`src/rtl/rgb_fade_pkg.sv`:
```
// Shared types and helpers for the RGB fade controller.
package rgb_fade_pkg;

   typedef enum logic {
      IDLE = 1'b0,
      FADE = 1'b1
   } state_e;

   localparam int NUM_CH = 3;
   localparam int CH_R   = 0;
   localparam int CH_G   = 1;
   localparam int CH_B   = 2;

   // Colours are packed {R,G,B} with red in the MSBs, so channel 0 sits highest.
   function automatic int chanLsb(input int ch, input int width);
      return (NUM_CH - 1 - ch) * width;
   endfunction

endpackage

```
`src/rtl/rgb_pwm_chan.sv`:
```
// One PWM channel: duty latched at period boundaries, registered compare output.
// Optional gamma mapping of the duty is enabled with `define RGB_GAMMA_EN.
module rgb_pwm_chan #(
   parameter int PWM_W = 8
) (
   input  logic             clk,
   input  logic             rst_n,
   input  logic             period_end_i,
   input  logic [PWM_W-1:0] pwm_cnt_i,
   input  logic [PWM_W-1:0] level_i,
   output logic             pwm_o
);

   logic [PWM_W-1:0] duty_d;
   logic [PWM_W-1:0] duty_q;
   logic             pwm_q;

`ifdef RGB_GAMMA_EN
   // Rounded-up square keeps level 1 visible and maps full scale onto itself.
   logic [2*PWM_W-1:0] sq;
   assign sq     = {{PWM_W{1'b0}}, level_i} * {{PWM_W{1'b0}}, level_i}
                 + {{PWM_W{1'b0}}, {PWM_W{1'b1}}};
   assign duty_d = PWM_W'(sq >> PWM_W);
`else
   assign duty_d = level_i;
`endif

   always_ff @(posedge clk) begin
      if (!rst_n) begin
         duty_q <= '0;
         pwm_q  <= 1'b0;
      end else begin
         if (period_end_i) begin
            duty_q <= duty_d;
         end
         pwm_q <= (pwm_cnt_i < duty_q);
      end
   end

   assign pwm_o = pwm_q;

endmodule

```
`src/rtl/rgb_fade_ctrl.sv`:
```
// RGB LED colour sequencer: host commands set or linearly fade the colour.
// Build with `define RGB_GAMMA_EN to gamma-map the PWM duties.
module rgb_fade_ctrl
   import rgb_fade_pkg::*;
#(
   parameter int PWM_W    = 8,
   parameter int PRESCALE = 16,
   parameter int STEP_DIV = 256
) (
   input  logic               clk,
   input  logic               rst_n,
   input  logic               cmd_valid,
   output logic               cmd_ready,
   input  logic [3*PWM_W-1:0] cmd_rgb,
   input  logic               cmd_fade,
   output logic               busy,
   output logic [3*PWM_W-1:0] cur_rgb,
   output logic [2:0]         pwm,
   output logic               led_en
);

   localparam int RGB_W = 3 * PWM_W;
   localparam int PS_W  = (PRESCALE > 1) ? $clog2(PRESCALE) : 1;
   localparam int SD_W  = (STEP_DIV > 1) ? $clog2(STEP_DIV) : 1;

   logic [PS_W-1:0]  presc_q;
   logic [PWM_W-1:0] pwm_cnt_q;
   logic [SD_W-1:0]  step_q;
   logic [RGB_W-1:0] cur_q;
   logic [RGB_W-1:0] target_q;
   logic [RGB_W-1:0] step_rgb;
   state_e           state_q;
   logic             ready_q;
   logic             busy_q;
   logic             led_en_q;
   logic             tick;
   logic             period_end;

   assign tick       = (presc_q == PS_W'(PRESCALE - 1));
   assign period_end = tick && (&pwm_cnt_q);

   always_ff @(posedge clk) begin
      if (!rst_n) begin
         presc_q   <= '0;
         pwm_cnt_q <= '0;
      end else begin
         presc_q <= tick ? '0 : presc_q + PS_W'(1);
         if (tick) begin
            pwm_cnt_q <= pwm_cnt_q + PWM_W'(1);
         end
      end
   end

   // Each channel moves one LSB toward its target and holds once it arrives.
   always_comb begin
      step_rgb = cur_q;
      for (int ch = 0; ch < NUM_CH; ch++) begin
         if (cur_q[chanLsb(ch, PWM_W) +: PWM_W] < target_q[chanLsb(ch, PWM_W) +: PWM_W]) begin
            step_rgb[chanLsb(ch, PWM_W) +: PWM_W] = cur_q[chanLsb(ch, PWM_W) +: PWM_W] + PWM_W'(1);
         end else if (cur_q[chanLsb(ch, PWM_W) +: PWM_W] > target_q[chanLsb(ch, PWM_W) +: PWM_W]) begin
            step_rgb[chanLsb(ch, PWM_W) +: PWM_W] = cur_q[chanLsb(ch, PWM_W) +: PWM_W] - PWM_W'(1);
         end
      end
   end

   // led_en is updated from the values being loaded so it tracks cur_rgb without lag.
   always_ff @(posedge clk) begin
      if (!rst_n) begin
         state_q  <= IDLE;
         cur_q    <= '0;
         target_q <= '0;
         step_q   <= '0;
         ready_q  <= 1'b1;
         busy_q   <= 1'b0;
         led_en_q <= 1'b0;
      end else begin
         case (state_q)
            IDLE: begin
               if (cmd_valid && ready_q) begin
                  if (!cmd_fade) begin
                     cur_q    <= cmd_rgb;
                     led_en_q <= (cmd_rgb != '0);
                  end else if (cmd_rgb != cur_q) begin
                     target_q <= cmd_rgb;
                     step_q   <= '0;
                     state_q  <= FADE;
                     ready_q  <= 1'b0;
                     busy_q   <= 1'b1;
                     led_en_q <= 1'b1;
                  end
               end
            end
            FADE: begin
               if (period_end) begin
                  if (step_q == SD_W'(STEP_DIV - 1)) begin
                     step_q <= '0;
                     cur_q  <= step_rgb;
                     if (step_rgb == target_q) begin
                        state_q  <= IDLE;
                        ready_q  <= 1'b1;
                        busy_q   <= 1'b0;
                        led_en_q <= (step_rgb != '0);
                     end
                  end else begin
                     step_q <= step_q + SD_W'(1);
                  end
               end
            end
            default: begin
               state_q <= IDLE;
               ready_q <= 1'b1;
               busy_q  <= 1'b0;
            end
         endcase
      end
   end

   for (genvar ch = 0; ch < NUM_CH; ch++) begin : g_chan
      rgb_pwm_chan #(
         .PWM_W(PWM_W)
      ) u_chan (
         .clk         (clk),
         .rst_n       (rst_n),
         .period_end_i(period_end),
         .pwm_cnt_i   (pwm_cnt_q),
         .level_i     (cur_q[chanLsb(ch, PWM_W) +: PWM_W]),
         .pwm_o       (pwm[ch])
      );
   end

   assign cmd_ready = ready_q;
   assign busy      = busy_q;
   assign cur_rgb   = cur_q;
   assign led_en    = led_en_q;

endmodule

```
`config.mk`:
```
export PLATFORM = sky130hd
export DESIGN_NAME = rgb_fade_ctrl
export DESIGN_NICKNAME = d
export VERILOG_FILES = /design/src/rtl/rgb_fade_pkg.sv /design/src/rtl/rgb_pwm_chan.sv /design/src/rtl/rgb_fade_ctrl.sv
export SDC_FILE = /design/constraint.sdc
export NUM_CORES = 1
export LEC_CHECK = 0
export BUFFER_PORTS_ARGS = -buffer_cell sky130_fd_sc_hd__buf_2
export CAP_MARGIN = 20
export CORE_UTILIZATION = 52
export CTS_CLUSTER_SIZE = 40
export DETAILED_ROUTE_END_ITERATION = 8
export PLACE_DENSITY = 0.75
export SYNTH_ARGS = -nofsm -noshare
export SYNTH_HDL_FRONTEND = slang
export SYNTH_SLANG_ARGS = --single-unit
```
`constraint.sdc`:
```
create_clock -name clk -period 2.7 [get_ports clk]
set_input_delay 0.54 -clock clk [delete_from_list [all_inputs] [get_ports clk]]
set_output_delay 0.54 -clock clk [all_outputs]
set_load 0.1 [all_outputs]
```
* Yosys cells after proc, flatten, opt, wreduce, memory -nomap -nowiden
Cells that the tools add are included.
** Storage, ports and cells
- Logic and storage cells :: 102
- Register bits :: 99
- Output and inout bits :: 30
** Operators by class
- Bitwise operators :: 2
- Multiplexer cells :: 44
- Add/subtract/negate cells :: 9
- Equal/unequal tests :: 12
- $lt $le $gt $ge :: 9
- Reductions and logical operators :: 11
** Operators by type and width (number)
- $mux W24 :: 4
- $mux W8 :: 11
- $lt A8 B8 Y1 :: 6
- $pmux W24 S2 :: 1
- $reduce_bool A24 Y1 :: 2
- $add A8 B1 Y8 const B :: 5
- $eq A24 B24 Y1 :: 1
- $gt A8 B8 Y1 :: 3
- $ne A24 B24 Y1 :: 1
- $sub A8 B1 Y8 const B :: 3
- $mux W1 :: 23
- $pmux W8 S2 :: 1
- $reduce_and A4 Y1 :: 3
- $eq A8 B8 Y1 const B :: 1
- $ne A2 B2 Y1 const B :: 4
- $pmux W1 S2 :: 4
- $reduce_and A8 Y1 :: 1
- $ne A2 B1 Y1 const B :: 3
- $reduce_and A6 Y1 :: 1
- $reduce_and A5 Y1 :: 1
- $add A4 B1 Y4 const B :: 1
- $eq A4 B4 Y1 const B :: 1
- $ne A3 B3 Y1 const B :: 1
- $logic_and A1 B1 Y1 :: 2
- other kinds (2) :: 3

* Depth between registers and ports, before layout
- Depth in word-level cells :: 8
- Gate-level depth with buffers :: 14
- Depth with buffers taken out :: 12

* Cells and area by module
From an unflattened synthesis, not the netlist that was laid out.
** Second synthesis, totals
- Cells, all modules :: 924
- Area, all modules :: 7453.4 um^2
** Modules (own cells, without submodules)
- rgb_fade_ctrl :: instances 1, area each 5933.2 um^2, cells an instance 768, seq. area each 1441.4 um^2
- rgb_pwm_chan :: instances 3, area each 506.7 um^2, cells an instance 52, seq. area each 180.2 um^2

* Worst setup path after synthesis
OpenSTA, ideal clock, no wires.
- Kind :: flip-flop to flip-flop
- Start point :: register cur_q[8], in the netlist cur_rgb[8]
- End point :: register busy_q, in the netlist busy
- Arrival :: 3.621 ns
- Path slack :: -1.040 ns
- Period minus slack after synthesis :: 3.740 ns
- Required time :: 2.581 ns
- Stages on the path, launching flop included :: 14
- Path through :: dfxtp_1 > clkbuf_1 > inv_1 > ha_1 > nor2b_4 > o211ai_4 > a21o_4 > a2111oi_4 > a2111oi_1 > a2111o_1 > nor4_2 > and4_4 > nand2_2 > o221a_1
** Between the ends
- Word-level cells in the longest chain between the ends :: 6
** RTL lines
- start: declaration :: line rgb_fade_ctrl.sv:29 : logic [RGB_W-1:0] cur_q;
- start signal: assignment :: line rgb_fade_ctrl.sv:81 : cur_q <= cmd_rgb;
- start signal: assignment :: line rgb_fade_ctrl.sv:97 : cur_q <= step_rgb;
- $sub A8 B1 Y8 / $gt A8 B8 Y1 (equally long branches) :: line rgb_fade_ctrl.sv:61, rgb_fade_ctrl.sv:60
- $mux W8 :: line rgb_fade_ctrl.sv:60 : end else if (cur_q[chanLsb(ch, PWM_W) +: PWM_W] > target_q[chanLsb(ch, PWM_W) +: PWM_W]) begin
- $mux W8 :: line rgb_fade_ctrl.sv:58 : if (cur_q[chanLsb(ch, PWM_W) +: PWM_W] < target_q[chanLsb(ch, PWM_W) +: PWM_W]) begin
- $eq A24 B24 Y1 :: line rgb_fade_ctrl.sv:98 : if (step_rgb == target_q) begin
- $ne A2 B1 Y1 (no source line)
- $reduce_and A6 Y1 (no source line) *
- end signal: assignment :: line rgb_fade_ctrl.sv:74 : busy_q <= 1'b0;
- end signal: assignment :: line rgb_fade_ctrl.sv:101 : busy_q <= 1'b0;
- end signal: assignment :: line rgb_fade_ctrl.sv:112 : busy_q <= 1'b0;
- end: declaration :: line rgb_fade_ctrl.sv:34 : logic busy_q;
Mark *: on every way between the ends. The rest lies on a longest branch, timed or not.
A chain may end at the register's enable or synchronous reset.

* Final worst setup path
- Start point :: register target_q[4]
- End point :: register busy_q, in the netlist busy
** Between the ends
- Word-level cells in the longest chain between the ends :: 6
** RTL lines
- start: declaration :: line rgb_fade_ctrl.sv:30 : logic [RGB_W-1:0] target_q;
- start signal: assignment :: line rgb_fade_ctrl.sv:84 : target_q <= cmd_rgb;
- $gt A8 B8 Y1 :: line rgb_fade_ctrl.sv:60
- $mux W8 :: line rgb_fade_ctrl.sv:60
- $mux W8 :: line rgb_fade_ctrl.sv:58
- $eq A24 B24 Y1 * :: line rgb_fade_ctrl.sv:98
- $ne A2 B1 Y1 (no source line) *
- $reduce_and A6 Y1 (no source line) *
Marked as above.

==> impl_results.md <==
* Outcome: finished, violations left
* Violated checks: setup timing
* Die X at roughly 120 microns
* Worst Path Required at between 2 and 3 ns
* Core area at 14600 sq um
* Yosys top cell by area: dfxtp_1
* Initial core utilization at 53.3%
* WHS Path Cells at 2
* Crit path kind: register to register
* Clock Pin Slew Worst Setup and Hold Paths at 0.08 ns
* Final #Nets at 1244
* I/O pin cnt at slightly below 60
* Crit-path max cell delay at between 0.4 and 0.5 ns
* Pre-antenna DRT Iters at 5
* I/O Buffers at between 50 and 60
* Largest delay share family, worst path: simple AND/OR/NAND/NOR gates
* Sw frac at 39.6%
* Via density at 6.07
* Final min period at 2.96 ns
* R2R setup slack at -0.26 ns
* TritonCTS clock tree: yes
* Overall routed net length at 26500 microns
* Initial antenna violation count at 0
* Die ar. at 15400 sq um
* Drt initial violations at roughly 820
* Top cell type's share of synthesized area at 25.5%
* # setup viols final at 4
* Routed Antenna Nets at 0
* R2R depth at 11
* Setup Skew at 0.0113 ns
* Grt total ovfl at 0
* Count of cell types in the netlist at 88
* Clk pwr share at a little over a fifth
* Sum Neg Setup Slack at -0.730 ns
* Max Fclk at 0.338 GHz
* Worst setup margin at -0.260 ns
* Top post-synthesis cells by count: dfxtp_1 (99), nand2_1 (80), a21oi_1 (69)
* Combinational Power Share at approximately 53%
* EDFF count, synth at 0
* P_leak at a little over 4 nW
* Cells after Synth at between 900 and 1000
* Largest net degree at the start of global routing at 49
* RR Startpoint: target_q[4]$_SDFFE_PN0P_
* P_int at between 3 and 4 mW
* Fillers at 1138
* Tightest Pin Transition at 0.631 ns
* DR vias at 8195
* WP buf/inv at 1
* CTS H-tree depth at 3
* Post-DP HPWL at 18500 microns
* All-Layer GR Usage at 33.5%
* Clock buffer count from CTS at 9
* Async SR Flop Fraction at 0%
* Layout cells sized above 1 at 34.8%
* Most frequent cell after synthesis: dfxtp_1
* Worst IR Drop VDD at 0.400 mV
* Slew Limit Fails at 0
* P_sw at about 2.5 mW
* Layout area overhead at 33.3%
* CTS Buffer Depth at 2
* RePlAce Congestion at 0.991
* Worst Hold Class: register to register
* Final period util at 110%
* Endpoint, Worst Hold: g_chan[0].u_chan.duty_q[6]$_SDFFE_PN0P_
* Clock latency on the worst-skew pair at 0.37 ns
* First-pass GRT wire length at 41100 microns
* YS warnings at 0
* Critical Path, Cell by Cell: inv_2 > ha_1 > nand4_1 > or2_4 > a31oi_4 > xnor3_2 > a2111o_1 > nor4_2 > and4_4 > nand2_2 > o221a_1
* Worst slack, placed at -0.286 ns
* CP startpoint kind: register
* Top FF cell, synth: dfxtp_1
* Top post-synthesis cells by area: dfxtp_1 (25%), ha_1 (8.7%), xnor2_1 (6.6%)
* Pwr dens at 601 nW/um^2
* Slew margin rel. at 57.9%
* Worst-path fanout max at 4
* Seq pwr share at 24.8%
* Routed wire per std cell at 19.6 microns
* Setup crit end kind: register
* RSZ-0062 raised after global routing: true
* Row count at 44
* Register area share after synthesis at 25.5%
* Clock Sinks at 99
* Maxcap violations at 0
* Root Driver: clkbuf_16
* Die height at 124 microns
* Syn nets at 1052
* # DRC at 0
* Final Hold Vio Count at 0
* Diodes inserted at 0
* Critical path arrival at 3.23 ns
* Number of global-route vias before repair at 7795
* Slowest-stage cell, CP: a2111o_1
* Avg Inst Size Synth at 8.02 sq um
* Mapped Area at 7780 sq um
* Hold buffers post-CTS at 0
* Worst r2r dst: busy$_SDFFE_PN0P_
* Synthesized flop and latch total at 99
* HP Start: g_chan[0].u_chan.duty_q[6]$_SDFFE_PN0P_
==> cells in the final DEF, fill, tap and decap left out, types with 4 or more instances in the layout <==
cell         n
a211oi_1     6
a21boi_0    28
a21o_1       8
a21oi_1     56
a21oi_2     12
a21oi_4      5
a31oi_1      7
a32oi_1      5
and2_1      29
and3_1       6
and3_2       4
and3b_1      4
buf_2       58
buf_4      178
clkbuf_16    9
dfxtp_1     65
dfxtp_2     17
dfxtp_4     17
ha_1        35
ha_4        18
inv_1       56
inv_2       11
mux2i_1     36
nand2_1     80
nand2b_1     6
nand3_1     29
nand4_1     18
nor2_1      49
nor2b_1     36
nor3_1      22
nor3_2       4
nor4_1      17
nor4_2       5
o21ai_0     22
o22ai_1     20
xnor2_1     59
xor2_1      21
==> worst min-delay path: stages, from the launching register on <==
cell and delay, ns:
dfxtp_1 0.31, nand2_1 0.05, a21boi_0 0.06
==> cell type report <==
cell class                      instances  area, sq um  area share [%]
Clock inverter                          7         75.1           0.724
Timing Repair Buffer                  241         1700            16.4
Sequential cell                        99         2070            19.9
Multi-Input combinational cell        743         5810            56.1
Inverter                               68          258            2.49
Tap cell                              184          230            2.22
Clock buffer                            9          225            2.17
==> per-layer routing <==
layer,share of wire [%],GRT usage [%],up-vias
met2,46,53.2,436
li1,-,-,3819
met5,0,0,-
met1,41,42.2,3816
met3,8.2,7.00,124
met4,5.4,18.7,0
==> sequential cells by signal, indices dropped and copies added, names as in the netlist <==
| name | count |
|---|---|
| g_chan.u_chan.duty_q | 24 |
| state_q | 1 |
| led_en | 1 |
| target_q | 24 |
| busy | 1 |
| cmd_ready | 1 |
| cur_rgb | 24 |
| pwm_cnt_q | 8 |
| g_chan.u_chan.pwm_o | 3 |
| step_q | 8 |
| presc_q | 4 |
==> power groups by stage <==
stage | logic, mW | clock network (mW) | registers [mW]
final | 3.31 | 1.37 | 1.55
after global routing | 3.47 | 1.45 | 1.55
after CTS | 2.99 | 1.39 | 1.54
after detailed placement | 2.71 | 0 | 1.57
after global placement | 2.69 | 0 | 1.57
after floorplan | 1.50 | 0 | 1.76
==> stage by stage <==
stage          power (mW)  hold WS [ns]  std cells  utilization, %  instance area (sq um)
6_report             6.23         0.463       1351            71.1                  10400
3_5_place_dp         4.28         0.456       1309            63.7                   9300
2_1_floorplan        3.26         0.430        970               -                   7910
3_3_place_gp         4.25         0.442       1309            63.7                   9300
5_1_grt              6.48         0.487       1351            71.1                  10400
4_1_cts              5.92         0.467       1339            68.3                   9970
==> how the worst max path moves through the flow <==
stage / endpoint / cells past startpoint / slack, ns / startpoint
6_report: busy$_SDFFE_PN0P_ / 11 / -0.26 / target_q[4]$_SDFFE_PN0P_
5_1_grt: busy$_SDFFE_PN0P_ / 12 / -0.53 / target_q[19]$_SDFFE_PN0P_
2_1_floorplan: busy$_SDFFE_PN0P_ / 13 / -0.32 / cur_rgb[16]$_SDFFE_PN0P_
3_3_place_gp: busy$_SDFFE_PN0P_ / 12 / -0.24 / target_q[1]$_SDFFE_PN0P_
4_1_cts: busy$_SDFFE_PN0P_ / 13 / -0.19 / target_q[17]$_SDFFE_PN0P_
3_5_place_dp: busy$_SDFFE_PN0P_ / 12 / -0.29 / target_q[1]$_SDFFE_PN0P_
==> kinds of logic (layout without fill, tap and decap cells) <==
| kind of cell | after synthesis | after routing | share of synthesized area (%) |
|---|---|---|---|
| AND/OR/NAND/NOR | 339 | 339 | 23.2 |
| AO/OA/AOI/OAI | 227 | 228 | 20.2 |
| buffers and inverters | 129 | 325 | 7.59 |
| flip-flops | 99 | 99 | 25.5 |
| XOR/XNOR | 83 | 83 | 9.72 |
| adder cells (fa/ha/maj) | 54 | 54 | 8.69 |
| multiplexers | 39 | 39 | 5.10 |
==> what timing repair did <==
| action | in CTS | in global routing |
|---|---|---|
| buffers inserted | 13 | 11 |
| pin swaps | 22 | 22 |
| gates resized for setup | 52 | 57 |
| cloned | 1 | 1 |
| setup endpoints to repair | 6 | 28 |
Note: power is estimated with default switching activity, not from simulation.
